**config.mk**
```make
export PLATFORM = sky130hd
export DESIGN_NAME = branch_unit
export DESIGN_NICKNAME = d
export VERILOG_FILES = /design/src/rtl/branch_unit.sv
export SDC_FILE = /design/constraint.sdc
export NUM_CORES = 1
export LEC_CHECK = 0
export ABC_CLOCK_PERIOD_IN_PS = 5100
export CAP_MARGIN = 10
export CORE_UTILIZATION = 55
export DETAILED_ROUTE_END_ITERATION = 6
export PLACE_DENSITY = 0.8
export SYNTH_ARGS = -nofsm -noshare
export SYNTH_HDL_FRONTEND = slang
export SYNTH_SLANG_ARGS = --single-unit
export TNS_END_PERCENT = 100
```
**constraint.sdc**
```tcl
create_clock -name clk -period 5.1 [get_ports clk]
set_clock_uncertainty 0.1 [all_clocks]
set_input_delay 1.02 -clock clk [delete_from_list [all_inputs] [get_ports clk]]
set_output_delay 1.02 -clock clk [all_outputs]
set_load 0.1 [all_outputs]
```
**src/rtl/branch_unit.sv**
```systemverilog
// branch_unit: two-stage branch resolution pipeline.
//   S0 holds the accepted operands; the branch outcome is computed
//   combinationally from S0 and captured in S1, which drives out_*.
//   Optional: define BRANCH_UNIT_STATS_EN to add a saturating
//   mispredict counter on stat_mispredicts.
module branch_unit (
    input  logic        clk,
    input  logic        rst_n,
    input  logic        in_valid,
    output logic        in_ready,
    input  logic [31:0] in_rs1,
    input  logic [31:0] in_rs2,
    input  logic [2:0]  in_params,
    input  logic [31:0] in_pc,
    input  logic [31:0] in_offset,
    input  logic        in_pred_taken,
    input  logic [3:0]  in_tag,
    input  logic        flush,
    output logic        out_valid,
    input  logic        out_ready,
    output logic        out_taken,
    output logic        out_mispredict,
    output logic [31:0] out_target,
`ifdef BRANCH_UNIT_STATS_EN
    output logic [3:0]  out_tag,
    output logic [31:0] stat_mispredicts
`else
    output logic [3:0]  out_tag
`endif
);

    // Occupancy encodes the S0/S1 valid bits directly: {s1, s0}.
    typedef enum logic [1:0] {
        EMPTY   = 2'b00,
        S0_ONLY = 2'b01,
        S1_ONLY = 2'b10,
        FULL    = 2'b11
    } occ_e;

    occ_e        state_q, state_d;
    logic        s0_vld, s1_vld, s1_adv, accept, s1_load;

    // S0 operand register
    logic [31:0] rs1_q, rs2_q, pc_q, off_q;
    logic [2:0]  params_q;
    logic        pred_q;
    logic [3:0]  tag_q;

    // S1 result register
    logic        taken_q, mis_q;
    logic [31:0] tgt_q;
    logic [3:0]  otag_q;

    // Outcome computed from S0
    logic        lt, taken_c;
    logic [31:0] tgt_c;

    assign s0_vld   = state_q[0];
    assign s1_vld   = state_q[1];
    assign s1_adv   = !s1_vld || out_ready;
    assign in_ready = !flush && (!s0_vld || s1_adv);
    assign accept   = in_valid && in_ready;
    assign s1_load  = s0_vld && s1_adv;

    // Occupancy register
    always_ff @(posedge clk or negedge rst_n) begin
        if (!rst_n) state_q <= EMPTY;
        else        state_q <= state_d;
    end

    // Next occupancy: flush wins over everything, including a new accept
    always_comb begin
        logic s0_n, s1_n;
        state_d = state_q;
        s0_n    = accept || (s0_vld && !s1_adv);
        s1_n    = s1_load || (s1_vld && !out_ready);
        if (flush) begin
            s0_n = 1'b0;
            s1_n = 1'b0;
        end
        case ({s1_n, s0_n})
            2'b00:   state_d = EMPTY;
            2'b01:   state_d = S0_ONLY;
            2'b10:   state_d = S1_ONLY;
            default: state_d = FULL;
        endcase
    end

    // Branch condition and target from the S0 operands
    always_comb begin
        lt = params_q[2] ? (rs1_q < rs2_q) : ($signed(rs1_q) < $signed(rs2_q));
        case (params_q[1:0])
            2'b00:   taken_c = (rs1_q == rs2_q);
            2'b01:   taken_c = (rs1_q != rs2_q);
            2'b10:   taken_c = lt;
            default: taken_c = !lt;
        endcase
        tgt_c = taken_c ? (pc_q + off_q) : (pc_q + 32'd4);
    end

    // S0 capture on accept
    always_ff @(posedge clk or negedge rst_n) begin
        if (!rst_n) begin
            rs1_q    <= '0;
            rs2_q    <= '0;
            pc_q     <= '0;
            off_q    <= '0;
            params_q <= '0;
            pred_q   <= 1'b0;
            tag_q    <= '0;
        end else if (accept) begin
            rs1_q    <= in_rs1;
            rs2_q    <= in_rs2;
            pc_q     <= in_pc;
            off_q    <= in_offset;
            params_q <= in_params;
            pred_q   <= in_pred_taken;
            tag_q    <= in_tag;
        end
    end

    // S1 capture when S1 can advance; data only holds while stalled
    always_ff @(posedge clk or negedge rst_n) begin
        if (!rst_n) begin
            taken_q <= 1'b0;
            mis_q   <= 1'b0;
            tgt_q   <= '0;
            otag_q  <= '0;
        end else if (s1_load) begin
            taken_q <= taken_c;
            mis_q   <= taken_c ^ pred_q;
            tgt_q   <= tgt_c;
            otag_q  <= tag_q;
        end
    end

    assign out_valid      = s1_vld;
    assign out_taken      = taken_q;
    assign out_mispredict = mis_q;
    assign out_target     = tgt_q;
    assign out_tag        = otag_q;

`ifdef BRANCH_UNIT_STATS_EN
    logic [31:0] stat_q, stat_d;

    // Saturating count of consumed mispredicted results; flush does not touch it
    always_comb begin
        stat_d = stat_q;
        if (out_valid && out_ready && out_mispredict && stat_q != 32'hFFFF_FFFF)
            stat_d = stat_q + 32'd1;
    end

    // Counter register
    always_ff @(posedge clk or negedge rst_n) begin
        if (!rst_n) stat_q <= '0;
        else        stat_q <= stat_d;
    end

    assign stat_mispredicts = stat_q;
`endif

endmodule

```
==> impl_metrics.py, run 1 <==
metrics = {
    "worst_setup_path": {
        "crit_required_ps": 5320,
        "crit_path_start_kind": "flop",
        "critical_path_class": "flop to flop",
        "path_max_fanout": 20,
        "r2r_start": "rs1_q[27]$_DFFE_PN0P_",
        "r2r_end": "out_target[31]$_DFFE_PN0P_",
        "reg2reg_depth": 10,
        "end_kind": "flop",
        "crit_arrival_ps": 3890,
        "rrSetupSlack_ps": 1430,
    },
    "logic_synthesis": {
        "yosysSeqAreaShare": 0.458,
        "syn_nets": 1085,
        "yosysWarningCount": 0,
        "netlist_area_sq_mm": 0.00963,
        "synthCells": 879,
        "avgSynthCellArea_sq_um": 11.0,
        "synth.most_common_cell": "dfrtp_1",
        "synth_cell_types": 61,
        "synth_edf_count": 0,
        "ys_async_sr_fraction": 1.00,
        "yosysTopAreaCell": "dfrtp_1",
        "synth-main-ff-cell": "dfrtp_1",
        "ys_ff_latch": 176,
        "synthTopCellsByArea": "dfrtp_1 46%, mux2_2 16%, ha_1 8.3%",
        "yosysTopAreaCellShare": 0.458,
        "synth_common_cells": "176 x dfrtp_1, 136 x mux2_2, 75 x nand2_1",
    },
    "global_routing": {
        "grtUsageMet1": 0.345,
        "gr-usage-all-layers": 0.261,
        "grt_max_degree": 96,
        "grt_pass1_wl_mm": 36.6,
        "met2_usage": 0.422,
        "grt_pass1_vias": 7362,
        "antenna_found_initial": 2,
        "grt-ovfl-total": 0,
        "top_usage_layer": "met2",
        "gr-usage-met3": 0.0533,
    },
    "route": {
        "routedWlPerCell_microns": 17.2,
        "drt_first_iter_violations": 384,
        "remaining_drc_errors": 2,
        "drt-total-wl_mm": 22.2,
        "first_pass_iters": 7,
        "viasPerCell": 5.63,
        "num_vias": 7270,
        "drtAntennaViolNets": 0,
    },
    "place": {
        "port_buffers": 180,
        "dp_hpwl_mm": 16.0,
        "gp_congestion": 0.873,
    },
    "clocking": {
        "tritoncts": "built",
        "post_cts_buffers": 0,
        "cts.repair.resized": 0,
        "htreeDepth": 4,
        "clk_pin_slew_ps": 70,
        "clock_sinks": 176,
        "cts_buffer_depth": 2,
        "holdBufCountCts": 0,
        "clock_latency_ps": 430,
        "cts_made_buffers": 17,
        "cts_root_buf": "clkbuf_16",
    },
    "min_path": {
        "min_path_cells": 2,
        "hold_path_startpoint": "tag_q[0]$_DFFE_PN0P_",
        "hp-class": "flop to flop",
        "worstHoldEndpoint": "out_tag[0]$_DFFE_PN0P_",
    },
    "timing": {
        "clock.fmax_mhz": 272,
        "tightest_slew_ps": 1060,
        "holdWs_ps": 369,
        "finalCritPeriodShare": 0.720,
        "period_minus_slack_ps": 3670,
        "finalHoldViolCount": 0,
        "rsz0062_at_grt": "false",
        "setup_tns_ps": 0,
        "drv_slew": 0,
        "slew_headroom": 0.291,
        "setup_viol": 0,
    },
    "finish": {
        "syn2layout_area_growth_pct": 26.8,
        "nNetsFinal": 1259,
        "multiInputGateArea_sq_mm": 0.00494,
        "drive_above_1_share": 0.174,
        "regArea_sq_mm": 0.00440,
        "num-fill-cells": 1316,
    },
    "floorplanning": {
        "die_y_microns": 134,
        "io_pins": 181,
        "die_x_microns": 134,
        "coreArea_sq_mm": 0.0172,
        "die_area_sq_mm": 0.0180,
        "rows": 48,
        "start_util": 0.560,
    },
    "power": {
        "p_per_area_mw_per_mm2": 486,
        "leakage_nw": 5.44,
        "ir_worst_vdd_mv": 0.429,
    },
    "run_status": {
        "outcome": "finished, violations left",
        "violations": "design-rule violations",
    },
    "run": {
        "cap_viol_max_count": 0,
    },
}
## layout by cell type (no fill, tap or decap), types with 6 or more instances in the layout
| cell type | count |
|---|---|
| nand3_1 | 19 |
| o21ai_0 | 30 |
| nor3_1 | 11 |
| nor2_1 | 33 |
| clkdlybuf4s50_1 | 178 |
| buf_4 | 7 |
| mux2_2 | 136 |
| a21oi_1 | 52 |
| and3_1 | 9 |
| a31oi_1 | 6 |
| nand4_1 | 21 |
| and4_1 | 8 |
| inv_1 | 41 |
| dfrtp_1 | 176 |
| nand2_1 | 74 |
| ha_1 | 64 |
| a21o_1 | 26 |
| xor2_1 | 29 |
| xnor2_1 | 24 |
| clkbuf_16 | 17 |
| o21ai_1 | 17 |
## where the power goes
part | internal [mW] | switching, mW | leakage, nW
Sequential | 1.69 | 0.231 | 2.09
Combinational | 0.941 | 1.81 | 3.08
Clock | 0.707 | 0.541 | 0.268
Total | 3.34 | 2.59 | 5.44
## through the flow
| stage | cell area (sq um) | worst slack [ps] | util | total power, mW | std cells |
|---|---|---|---|---|---|
| 2_1_floorplan | 9630 | 929 | - | 3.96 | 879 |
| 3_3_place_gp | 11600 | 1680 | 0.678 | 4.63 | 1259 |
| 3_5_place_dp | 11600 | 1530 | 0.678 | 4.68 | 1259 |
| 4_1_cts | 12200 | 1480 | 0.711 | 5.95 | 1290 |
| 5_1_grt | 12200 | 1260 | 0.711 | 6.24 | 1292 |
| 6_report | 12200 | 1430 | 0.711 | 5.93 | 1292 |
## worst max path at each step
stage,startpoint,end,cells past startpoint
2_1_floorplan,out_ready,off_q[10]$_DFFE_PN0P_,6
3_3_place_gp,rs1_q[27]$_DFFE_PN0P_,out_target[31]$_DFFE_PN0P_,10
3_5_place_dp,rs1_q[27]$_DFFE_PN0P_,out_target[31]$_DFFE_PN0P_,10
4_1_cts,rs2_q[27]$_DFFE_PN0P_,out_target[31]$_DFFE_PN0P_,11
5_1_grt,rs2_q[27]$_DFFE_PN0P_,out_target[31]$_DFFE_PN0P_,11
6_report,rs1_q[27]$_DFFE_PN0P_,out_target[31]$_DFFE_PN0P_,10
## flip-flops by register name, indices dropped and copies added (netlist names)
register        cells
off_q              32
out_target         32
pc_q               32
rs1_q              32
rs2_q              32
out_tag             4
tag_q               4
params_q            3
state_q             2
out_mispredict      1
out_taken           1
pred_q              1
## area by class of cell
class / instances / area share
clock buffers: 22 / 0.0388
multi-input cells: 630 / 0.405
diodes: 2 / 0.000410
inverters: 41 / 0.0126
repair buffers: 187 / 0.153
clock inverters: 9 / 0.00697
flip-flops and latches: 176 / 0.361
well taps: 225 / 0.0231
## per-layer routing
| metal | routed length, microns | part of all wire |
|---|---|---|
| met1 | 9960 | 0.45 |
| met5 | 0 | 0 |
| met3 | 1100 | 0.050 |
| met4 | 468 | 0.021 |
| met2 | 10600 | 0.48 |
## worst max-delay path, stage by stage (launching register included)
cell,delay (ps)
dfrtp_1,380
ha_1,330
nand4_1,220
nor4_1,440
nand4_1,200
and2_1,200
a41oi_1,250
and3_1,810
nor3_1,130
a32o_1,250
a211o_1,250
## cells by family after synthesis
logic type | synth area share
buffers and inverters | 0.0303
AND/OR/NAND/NOR | 0.104
XOR/XNOR | 0.0482
flip-flops | 0.458
adder cells (fa/ha/maj) | 0.0853
multiplexers | 0.164
AO/OA/AOI/OAI | 0.111
Power figures use the tool's default switching activity.
==> run 2: changes to the inputs <==
- ABC_CLOCK_PERIOD_IN_PS: 5100 -> 3700
- CORE_UTILIZATION: 55 -> 53
- PLACE_DENSITY: 0.8 -> 0.77
- clock period: 5.1 -> 3.7 ns (I/O delays scaled with it)
==> run 2 against run 1 <==
Net effect: the flow now finishes without violations; cell area increased by 0.43%; hold slack worse by 210 ps; global-route usage down 0.47 points; cell count grew 0.39%; setup slack got worse by 1100 ps; non-clock buffer count up 5; maximum frequency is 9.0% higher; sequential power increased by 39%; critical path type unchanged; critical endpoint is now out_target[19]$_DFFE_PN0P_; largest power group unchanged.
==> impl_metrics.py, run 2 (synthesized netlist as in run 1, its figures left out) <==
metrics = {
    "run_status": {
        "outcome": "finished, final reports clean",
    },
    "floorplanning": {
        "die_y_microns": 137,
        "start_util": 0.549,
        "rows": 48,
        "die_x_microns": 137,
        "coreArea_sq_mm": 0.0175,
        "io_pins": 181,
        "die_area_sq_mm": 0.0187,
    },
    "clocking": {
        "htreeDepth": 4,
        "cts_root_buf": "clkbuf_16",
        "tritoncts": "built",
        "post_cts_buffers": 0,
        "clock_sinks": 176,
        "cts_buffer_depth": 2,
        "cts_made_buffers": 17,
        "cts.repair.resized": 0,
        "clock_latency_ps": 430,
        "clk_pin_slew_ps": 70,
        "holdBufCountCts": 0,
    },
    "run": {
        "cap_viol_max_count": 0,
    },
    "finish": {
        "num-fill-cells": 1356,
        "regArea_sq_mm": 0.00440,
        "syn2layout_area_growth_pct": 27.4,
        "nNetsFinal": 1264,
        "multiInputGateArea_sq_mm": 0.00494,
        "final_common_cell": "dfrtp_1",
        "drive_above_1_share": 0.182,
        "fin_area_sq_mm": 0.0123,
        "final_cell_mix": "176 x dfrtp_1, 175 x clkdlybuf4s50_1, 136 x mux2_2",
    },
    "route": {
        "drt_first_iter_violations": 506,
        "remaining_drc_errors": 0,
        "viasPerCell": 5.61,
        "first_pass_iters": 5,
        "num_vias": 7272,
        "drtAntennaViolNets": 0,
        "routedWlPerCell_microns": 17.4,
        "drt-total-wl_mm": 22.6,
    },
    "global_routing": {
        "grt_pass1_wl_mm": 36.4,
        "grt_pass1_vias": 7093,
        "grt-ovfl-total": 0,
        "grt_max_degree": 93,
        "antenna_found_initial": 1,
        "gr-usage-all-layers": 0.256,
    },
    "timing": {
        "slew_headroom": 0.312,
        "clock.fmax_mhz": 297,
        "period_minus_slack_ps": 3370,
        "tightest_slew_ps": 1030,
        "setup_viol": 0,
        "finalHoldViolCount": 0,
        "finalCritPeriodShare": 0.911,
        "rsz0062_at_grt": "false",
        "drv_slew": 0,
        "setup_tns_ps": 0,
    },
    "worst_setup_path": {
        "crit_path_start_kind": "flop",
        "crit_arrival_ps": 3620,
        "end_kind": "flop",
        "path_max_fanout": 16,
        "crit_required_ps": 3950,
        "critical_path_class": "flop to flop",
    },
    "place": {
        "dp_hpwl_mm": 16.7,
        "port_buffers": 180,
        "gp_congestion": 0.840,
        "dpl_cell_area_sq_mm": 0.0117,
    },
    "power": {
        "p_per_area_mw_per_mm2": 666,
        "ir_worst_vdd_mv": 0.630,
        "leakage_nw": 5.48,
    },
    "min_path": {
        "hp-class": "input port to asynchronous set/reset pin",
    },
}
-- run 2: cell types whose count changed in the layout (fill, tap and decap cells not counted) --
cell / before / now
a21oi_2: 0 / 1
buf_4: 7 / 12
clkdlybuf4s50_1: 178 / 175
bufinv_16: 1 / 0
inv_6: 0 / 2
clkinvlp_4: 3 / 2
buf_12: 1 / 4
clkinv_4: 2 / 4
a21oi_1: 52 / 51
clkbuf_8: 3 / 2
diode_2: 2 / 1
-- run 2: final timing paths --
check / cells after the start / start / slack (ps) / endpoint
hold / removal: 1 / rst_n / 160 / rs1_q[9]$_DFFE_PN0P_
max in group asynchronous: 2 / rst_n / 2490 / pc_q[7]$_DFFE_PN0P_
setup / recovery: 11 / rs1_q[23]$_DFFE_PN0P_ / 330 / out_target[19]$_DFFE_PN0P_
setup reg to reg: 11 / rs1_q[23]$_DFFE_PN0P_ / 330 / out_target[19]$_DFFE_PN0P_
min in group clk: 2 / tag_q[3]$_DFFE_PN0P_ / 360 / out_tag[3]$_DFFE_PN0P_
hold reg to reg: 2 / tag_q[3]$_DFFE_PN0P_ / 360 / out_tag[3]$_DFFE_PN0P_
-- run 2: through the flow --
step,utilization,setup slack (ps),power (mW),cells,hold slack [ps]
after floorplan,-,335,5.46,879,333
after global placement,0.668,608,6.44,1264,343
after detailed placement,0.668,417,6.49,1264,354
after CTS,0.699,375,8.19,1296,168
after global routing,0.699,15.8,8.58,1297,182
final,0.699,329,8.16,1297,158
-- run 2: cell type report --
| cell class | count | share of cell area |
|---|---|---|
| clock inverter | 11 | 0.00673 |
| clock buffer | 21 | 0.0376 |
| sequential | 176 | 0.359 |
| multi-input combinational | 630 | 0.403 |
| inverter | 41 | 0.0126 |
| tap | 225 | 0.0230 |
| timing repair buffer | 192 | 0.158 |
| antenna | 1 | 0.000204 |
-- run 2: critical path, stage by stage, from the launching register on --
cell	delay, ps
dfrtp_1	380
ha_1	320
nand4_1	200
nor4_1	490
nand4_1	210
and2_1	200
a41oi_1	250
nand3_1	420
buf_4	370
nor3_1	220
a21oi_1	60
o21ai_0	70
-- run 2: power by group --
part	switching [mW]	internal, mW
Clock	0.773	0.899
Combinational	2.51	1.31
Sequential	0.339	2.33
-- run 2: routing by layer --
metal / wire, microns / track usage / part of all wire / up-vias
li1: - / - / - / 3517
met1: 10700 / 0.358 / 0.47 / 3560
met2: 10600 / 0.403 / 0.47 / 174
met3: 977 / 0.0526 / 0.043 / 21
met4: 313 / 0.0691 / 0.014 / 0
met5: 0 / 0 / 0 / -
==> run 3: changes to the inputs <==
- CORE_ASPECT_RATIO: unset -> 1.1
==> run 3 against run 2 <==
Net effect: non-clock buffer count grew 2; clock power grew 12%; sequential share of layout area shrank 0.31 points; core utilization shrank 0.21 points; largest power group unchanged.
==> impl_metrics.py, run 3 (synthesized netlist as in run 1, its figures left out) <==
metrics = {
    "route": {
        "drt-total-wl_mm": 22.4,
        "drt_first_iter_violations": 373,
        "routedWlPerCell_microns": 17.1,
        "viasPerCell": 5.57,
        "remaining_drc_errors": 0,
        "num_vias": 7286,
        "first_pass_iters": 5,
        "drtAntennaViolNets": 0,
    },
    "power": {
        "p_per_area_mw_per_mm2": 675,
        "leakage_nw": 5.52,
        "ir_worst_vdd_mv": 0.468,
    },
    "finish": {
        "n_antenna_cell": 0,
        "drive_above_1_share": 0.184,
        "final_cell_mix": "176 x dfrtp_1, 175 x clkdlybuf4s50_1, 136 x mux2_2",
        "fin_area_sq_mm": 0.0124,
        "regArea_sq_mm": 0.00440,
        "nNetsFinal": 1266,
        "stdcell_count": 1309,
        "syn2layout_area_growth_pct": 28.5,
        "final_common_cell": "dfrtp_1",
        "multiInputGateArea_sq_mm": 0.00494,
        "num-fill-cells": 1359,
    },
    "worst_setup_path": {
        "crit_family": "simple AND/OR/NAND/NOR gates",
        "path_max_fanout": 9,
        "crit_path_top_delay_cell": "nor4_1",
        "end_kind": "flop",
        "critical_path_class": "flop to flop",
        "crit_path_start_kind": "flop",
        "r2r_start": "rs1_q[27]$_DFFE_PN0P_",
        "r2r_end": "out_target[31]$_DFFE_PN0P_",
        "crit_top_cell": "nand4_1",
        "crit_required_ps": 3910,
        "crit_arrival_ps": 3510,
        "crit_chain": "ha_1 > nand4_1 > nor4_1 > nand4_1 > and2_1 > a41oi_1 > and3_1 > nor3_1 > a32o_1 > a211o_1",
        "reg2reg_depth": 10,
        "rrSetupSlack_ps": 400,
        "worst-path-buf-inv": 0,
        "cpPeakStageDelay_ps": 540,
    },
    "floorplanning": {
        "coreArea_sq_mm": 0.0177,
        "die_y_microns": 143,
        "die_area_sq_mm": 0.0187,
        "io_pins": 181,
        "start_util": 0.543,
        "die_x_microns": 130,
        "rows": 51,
    },
    "timing": {
        "drv_slew": 0,
        "period_minus_slack_ps": 3300,
        "rsz0062_at_grt": "false",
        "setup_tns_ps": 0,
        "clock.fmax_mhz": 303,
        "finalCritPeriodShare": 0.892,
        "setup_viol": 0,
        "slew_headroom": 0.319,
        "tightest_slew_ps": 1020,
        "finalHoldViolCount": 0,
    },
    "run_status": {
        "outcome": "finished, final reports clean",
    },
    "place": {
        "dpl_cell_area_sq_mm": 0.0118,
        "gp_congestion": 0.831,
        "dp_cells": 1279,
        "port_buffers": 180,
        "dp_hpwl_mm": 16.6,
    },
    "global_routing": {
        "grt_max_degree": 81,
        "gr-usage-all-layers": 0.256,
        "grt_pass1_vias": 7305,
        "grt-ovfl-total": 0,
        "antenna_found_initial": 0,
        "grt_pass1_wl_mm": 36.8,
    },
    "clocking": {
        "htreeDepth": 4,
        "holdBufCountCts": 0,
        "cts_buffer_depth": 2,
        "cts_root_buf": "clkbuf_16",
        "cts_made_buffers": 17,
        "clock_sinks": 176,
        "clk_pin_slew_ps": 70,
        "clock_latency_ps": 430,
        "post_cts_buffers": 0,
        "cts.repair.resized": 0,
        "tritoncts": "built",
    },
    "min_path": {
        "hp-class": "input port to asynchronous set/reset pin",
    },
    "run": {
        "cap_viol_max_count": 0,
    },
}
==> run 3: cell types whose count changed in the layout (fill, tap and decap cells not counted) <==
| cell | previous run | this run |
|---|---|---|
| bufinv_16 | 0 | 3 |
| clkbuf_1 | 2 | 0 |
| clkinv_2 | 3 | 1 |
| clkinv_4 | 4 | 2 |
| buf_12 | 4 | 5 |
| buf_4 | 12 | 13 |
| diode_2 | 1 | 0 |
| inv_6 | 2 | 3 |
==> run 3: how the worst max path moves through the flow <==
stage	startpoint	endpoint	cells after the start	slack, ps
after detailed placement	rs1_q[27]$_DFFE_PN0P_	out_target[0]$_DFFE_PN0P_	10	530
after CTS	rs1_q[27]$_DFFE_PN0P_	out_target[31]$_DFFE_PN0P_	10	440
final	rs1_q[27]$_DFFE_PN0P_	out_target[31]$_DFFE_PN0P_	10	400
after floorplan	state_q[1]$_DFF_PN0_	off_q[10]$_DFFE_PN0P_	6	340
after global placement	rs1_q[27]$_DFFE_PN0P_	out_target[31]$_DFFE_PN0P_	10	670
after global routing	rs2_q[27]$_DFFE_PN0P_	out_target[6]$_DFFE_PN0P_	12	210
==> run 3: final cells by class <==
class	count	share of cell area
Clock buffer	19	0.0366
Clock inverter	11	0.0124
Inverter	41	0.0124
Multi-Input combinational cell	630	0.400
Sequential cell	176	0.356
Tap cell	238	0.0241
Timing Repair Buffer	194	0.159
==> run 3: power breakdown <==
| part | switching, mW | total, mW | leakage (nW) | internal [mW] |
|---|---|---|---|---|
| Combinational | 2.51 | 3.82 | 3.14 | 1.32 |
| Clock | 0.767 | 1.87 | 0.292 | 1.10 |
| Sequential | 0.319 | 2.65 | 2.09 | 2.33 |
| Total | 3.59 | 8.34 | 5.52 | 4.75 |
==> run 3: per-stage QoR <==
stage          utilization  power [mW]  setup slack [ps]  hold WS (ps)
2_1_floorplan            -        5.46               335           333
3_3_place_gp         0.663        6.42               671           340
3_5_place_dp         0.663        6.49               533           355
4_1_cts              0.697        8.38               441           189
5_1_grt              0.697        8.77               207           216
6_report             0.697        8.34               398           178
==> run 3: layer usage <==
| layer | global-route usage | part of all wire |
|---|---|---|
| met3 | 0.0581 | 0.052 |
| met4 | 0.0678 | 0.013 |
| met2 | 0.422 | 0.48 |
| met1 | 0.341 | 0.45 |
| met5 | 0 | 0 |
